==> config.mk <==
export PLATFORM = sky130hd
export DESIGN_NAME = jtag_read_arbiter
export DESIGN_NICKNAME = d
export VERILOG_FILES = /design/src/rtl/jtag_read_arbiter.sv
export SDC_FILE = /design/constraint.sdc
export NUM_CORES = 1
export LEC_CHECK = 0
export CORE_MARGIN = 4
export CORE_UTILIZATION = 43
export DETAILED_ROUTE_END_ITERATION = 12
export PLACE_DENSITY = 0.79
export RECOVER_POWER = 25
export SLEW_MARGIN = 20
export SYNTH_ARGS = -nofsm -noshare
export SYNTH_HDL_FRONTEND = slang
export SYNTH_SLANG_ARGS = --single-unit
export TNS_END_PERCENT = 5
==> constraint.sdc <==
create_clock -name TCK -period 1.3 [get_ports TCK]
set_input_delay 0.13 -clock TCK [delete_from_list [all_inputs] [get_ports TCK]]
set_output_delay 0.13 -clock TCK [all_outputs]
set_load 0.005 [all_outputs]
==> src/rtl/jtag_read_arbiter.sv <==
// Arbitrates two source FIFOs into framed words shifted out on TDO: start 1, tag, data LSB first, stop 0.
// Define JTAG_READ_ARB_FIXED_PRIORITY_EN for fixed priority (source 0 wins); default is round-robin.
module jtag_read_arbiter #(
    parameter int DATA_WIDTH = 8
) (
    input  logic                  TCK,
    input  logic                  nTRST,
    input  logic                  dr_shift,
    input  logic                  select,
    input  logic                  empty0,
    input  logic                  empty1,
    input  logic [DATA_WIDTH-1:0] rdata0,
    input  logic [DATA_WIDTH-1:0] rdata1,
    output logic                  rinc0,
    output logic                  rinc1,
    output logic                  TDO,
    output logic                  busy,
    output logic                  grant
);
    localparam int FRAME_BITS = DATA_WIDTH + 3;
    localparam int CNT_W      = $clog2(FRAME_BITS);
    localparam logic [CNT_W-1:0] LAST_CNT = CNT_W'(FRAME_BITS - 1);

    typedef enum logic [1:0] {IDLE, LOAD, SHIFT} state_t;

    state_t                state, state_nxt;
    logic [FRAME_BITS-1:0] sreg;
    logic [CNT_W-1:0]      cnt;
    logic                  shift_en;
    logic                  last_bit;
    logic                  take;
    logic                  winner;

    assign shift_en = dr_shift & select;
    assign last_bit = (cnt == LAST_CNT);
    assign TDO      = sreg[0];
    assign busy     = (state != IDLE);

`ifdef JTAG_READ_ARB_FIXED_PRIORITY_EN
    // Only consulted when at least one source has data.
    assign winner = empty0;
`else
    logic last_grant;

    always_comb begin
        if (!empty0 && !empty1) winner = ~last_grant;
        else                    winner = empty0;
    end

    always_ff @(posedge TCK or negedge nTRST) begin
        if (!nTRST)    last_grant <= 1'b1;
        else if (take) last_grant <= winner;
    end
`endif

    always_ff @(posedge TCK or negedge nTRST) begin
        if (!nTRST) state <= IDLE;
        else        state <= state_nxt;
    end

    always_comb begin
        state_nxt = state;
        take      = 1'b0;
        rinc0     = 1'b0;
        rinc1     = 1'b0;
        case (state)
            IDLE: begin
                if (!empty0 || !empty1) begin
                    take      = 1'b1;
                    state_nxt = LOAD;
                end
            end
            LOAD: state_nxt = SHIFT;
            SHIFT: begin
                if (shift_en && last_bit) begin
                    state_nxt = IDLE;
                    rinc0     = ~grant;
                    rinc1     = grant;
                end
            end
            default: state_nxt = IDLE;
        endcase
    end

    // The word is captured in LOAD, so later FIFO activity cannot disturb the frame in flight.
    always_ff @(posedge TCK or negedge nTRST) begin
        if (!nTRST) begin
            grant <= 1'b0;
            sreg  <= '0;
            cnt   <= '0;
        end else begin
            if (take) grant <= winner;
            case (state)
                LOAD: begin
                    sreg <= {1'b0, (grant ? rdata1 : rdata0), grant, 1'b1};
                    cnt  <= '0;
                end
                SHIFT: begin
                    if (shift_en) begin
                        sreg <= {1'b0, sreg[FRAME_BITS-1:1]};
                        cnt  <= last_bit ? '0 : cnt + 1'b1;
                    end
                end
                default: ;
            endcase
        end
    end

endmodule

==> out/qor.yml <==
run_status: "finished with violations"
violations: "setup timing"
setup.worst_path.end_class: "primary output"
synth-seq-cells: 18
initial_core_util_pct: 46.2
post_route_cells_drive_above_1_share_pct: 31.3
cts.hold.buffers_added: 0
routabilityCongestion: 0.815
power.leakage_nw: 0.683
final_common_cell: "sky130_fd_sc_hd__clkdlybuf4s50_1"
critical_path.slowest_cell: "sky130_fd_sc_hd__dfrtp_1"
relSlewSlack_pct: 34.1
die_w_um: 57.4
area_growth_syn_to_layout_pct: 48.2
synth-seq-area-share_pct: 43.0
hold_path_class: "primary input to register"
die_y_extent_um: 57.4
final.setup.worst_slack_ps: -196
timing_worst_slew_pin_value_ps: 989
cts_tree: "done"
vdd_ir_drop_max_v: 0.00178
cts-buffers-inserted: 3
unrepaired_setup_endpoints_after_global_routing: "true"
timing.critical_path.from: "cnt[0]$_DFFE_PN0P_"
grt-ovfl-total: 0
crit_cells: 5
place_ws_ps: -309
detail_route.drc_violations: 0
critical_path.top_delay_family: "flip-flops"
floorplan.core_area_mm2: 0.00228
routed_wire_length_per_instance_um: 14.6
num-nets-final: 175
worst_setup_hold_path_clk_slew_ps: 110
antenna_cells: 0
mostFrequentLayoutCells: "21 x sky130_fd_sc_hd__clkdlybuf4s50_1, 15 x sky130_fd_sc_hd__dfrtp_1, 15 x sky130_fd_sc_hd__buf_4, 11 x sky130_fd_sc_hd__nand2_1, 8 x sky130_fd_sc_hd__nor3_1"
drtPass1Iterations: 4
worst_ep_arrival_time_ps: 1370
reg_to_reg_critical_path_endpoint: "cnt[3]$_DFFE_PN0P_"
cellPowerDensity_mw_per_mm2: 2010
ff2ff_path_depth: 5
post_synth_instance_area_mm2: 0.00105
design.die.area_mm2: 0.00330
num_vias: 971
ordered_cell_list_for_the_critical_path: "inv_2 > ha_4 > nand3b_1 > nor3_2 > buf_2"
syn_avg_cell_area_um2: 10.2
cts_max_path_buffers: 2
biggest_fanout_along_the_worst_timing_path: 3
final_util_pct: 68.4
drt_iter0_drc: 17
timing.max_cap.violations: 0
grt_usage_pct: 16.5
std_cell_rows: 17
detailed_route_vias_per_instance: 5.46
clock_sinks: 18
syn_nets: 127
drt_wl_total_um: 2600
cts-htree-levels: 1
maximum_number_of_pins_on_one_net_before_global_route_repair: 19
place.port_buffers: 26
cp_num_buf_inv: 2
antenna_found_initial: 0
timing.critical_path.slowest_cell_delay_ps: 420
clk_latency_ps: 300
max_slew_vio_count: 0
finClkSkew_ps: 7.73
route.antenna.remaining_nets: 0
hold_path_startpoint: "empty1"
worst-endpoint-required_ps: 1170
clock_root_buffer: "sky130_fd_sc_hd__clkbuf_4"
r2r_start: "state[0]$_DFFE_PN0P_"
yosysUniqueCellTypes: 34
share_of_the_clock_period_used_by_the_worst_path_after_layout_pct: 115
critPathCapture: "rinc1"
report.final.hold_viol_count: 0
number_of_global_route_vias_before_repair: 991
layout_min_cycle_time_ps: 1500
worst-setup-path-type: "register to primary output"
yosysWarnings: 0
regToRegSetupSlack_ps: -180
hpwl_after_dpl_um: 1930
pin_count: 27
startpoint_type: "register"
grt_first_pass_wirelength_um: 4340
fmax_mhz: 669
synthesis.instances: 103
fillCellCount: 163
setup_viol: 7
[flip-flops by register name, indices dropped and copies added (netlist names)]
signal      flops
state           2
last_grant      1
cnt             4
sreg           10
grant           1
[power by group]
group / internal (mW) / total [mW] / switching [mW] / leakage, nW
Clock: 0.171 / 0.344 / 0.173 / 0.0210
Combinational: 0.983 / 1.76 / 0.781 / 0.450
Sequential: 0.823 / 1.02 / 0.200 / 0.212
Total: 1.98 / 3.13 / 1.15 / 0.683
[worst min path at each step]
| stage | cells past startpoint | end |
|---|---|---|
| after floorplan | 0 | cnt[0]$_DFFE_PN0P_ |
| after global placement | 1 | sreg[9]$_DFFE_PN0P_ |
| after detailed placement | 1 | sreg[9]$_DFFE_PN0P_ |
| after CTS | 2 | sreg[8]$_DFFE_PN0P_ |
| after global routing | 2 | state[0]$_DFFE_PN0P_ |
| final | 2 | state[0]$_DFFE_PN0P_ |
[layer usage]
layer	vias to the layer above	track usage, %	wire length (µm)
met5	-	0	0
li1	480	-	-
met2	21	30.5	1400
met1	466	18.0	1070
met3	4	5.43	91
met4	0	4.30	29
[cell families after synthesis]
| group | Yosys count | synth area share, % |
|---|---|---|
| simple gates | 46 | 26.3 |
| compound gates | 24 | 16.5 |
| flops | 18 | 43.0 |
| buf+inv | 8 | 5.60 |
| mux | 5 | 6.19 |
| fa+ha+maj | 2 | 2.38 |
[stage by stage]
stage / hold slack [ps] / total power, mW / instances / cell area [µm²] / setup TNS [ps]
after CTS: 157 / 3.08 / 177 / 1530 / -747
after detailed placement: 472 / 2.58 / 170 / 1440 / -3550
after global placement: 465 / 2.52 / 170 / 1440 / -2780
after floorplan: -166 / 2.04 / 103 / 1050 / -127
final: 421 / 3.13 / 178 / 1560 / -748
after global routing: 416 / 3.35 / 178 / 1560 / -1680
[final cells by class]
type,instances,area [µm²],share of cell area (%)
multi-input cells,77,582,37.3
flip-flops and latches,18,454,29.2
clock buffers,4,36.3,2.33
inverters,2,7.51,0.482
repair buffers,49,443,28.4
well taps,28,35.0,2.25
[synthesized netlist by cell type]
master | number | area (µm²)
sky130_fd_sc_hd__a21boi_0 | 1 | 7.51
sky130_fd_sc_hd__nand2b_1 | 7 | 43.8
sky130_fd_sc_hd__o221a_2 | 1 | 11.3
sky130_fd_sc_hd__or4b_1 | 1 | 10.0
sky130_fd_sc_hd__a21o_1 | 1 | 7.51
sky130_fd_sc_hd__nand4b_4 | 1 | 23.8
sky130_fd_sc_hd__and4b_1 | 1 | 10.0
sky130_fd_sc_hd__a31oi_1 | 6 | 37.5
sky130_fd_sc_hd__dfstp_2 | 1 | 26.3
sky130_fd_sc_hd__nand3_1 | 4 | 20.0
sky130_fd_sc_hd__o2bb2ai_1 | 2 | 17.5
sky130_fd_sc_hd__nand2_1 | 11 | 41.3
sky130_fd_sc_hd__nor2_1 | 2 | 7.51
sky130_fd_sc_hd__or2b_1 | 1 | 7.51
sky130_fd_sc_hd__mux2i_1 | 2 | 20.0
sky130_fd_sc_hd__o211ai_1 | 1 | 7.51
sky130_fd_sc_hd__o21ai_0 | 3 | 15.0
sky130_fd_sc_hd__dfrtp_1 | 17 | 425
sky130_fd_sc_hd__nor3_1 | 11 | 55.1
sky130_fd_sc_hd__inv_1 | 2 | 7.51
sky130_fd_sc_hd__nor2b_4 | 1 | 13.8
sky130_fd_sc_hd__ha_1 | 2 | 25.0
sky130_fd_sc_hd__o221ai_1 | 6 | 52.6
sky130_fd_sc_hd__nand2_2 | 1 | 6.26
sky130_fd_sc_hd__and3b_1 | 1 | 8.76
sky130_fd_sc_hd__buf_4 | 1 | 7.51
sky130_fd_sc_hd__buf_2 | 2 | 10.0
sky130_fd_sc_hd__nand3b_1 | 2 | 15.0
sky130_fd_sc_hd__and2b_1 | 1 | 7.51
sky130_fd_sc_hd__mux2_4 | 3 | 45.0
sky130_fd_sc_hd__buf_6 | 3 | 33.8
sky130_fd_sc_hd__or2_2 | 1 | 6.26
sky130_fd_sc_hd__a21oi_1 | 2 | 10.0
sky130_fd_sc_hd__o21a_1 | 1 | 7.51
[what timing repair did]
action | in CTS | in global routing
hold endpoints to repair | 0 | 0
pin swaps | 11 | 1
buffers inserted | 3 | 1
cloned | 0 | 0
resized for setup | 24 | 10
setup endpoints to repair | 16 | 19
Power figures use the tool's default switching activity.
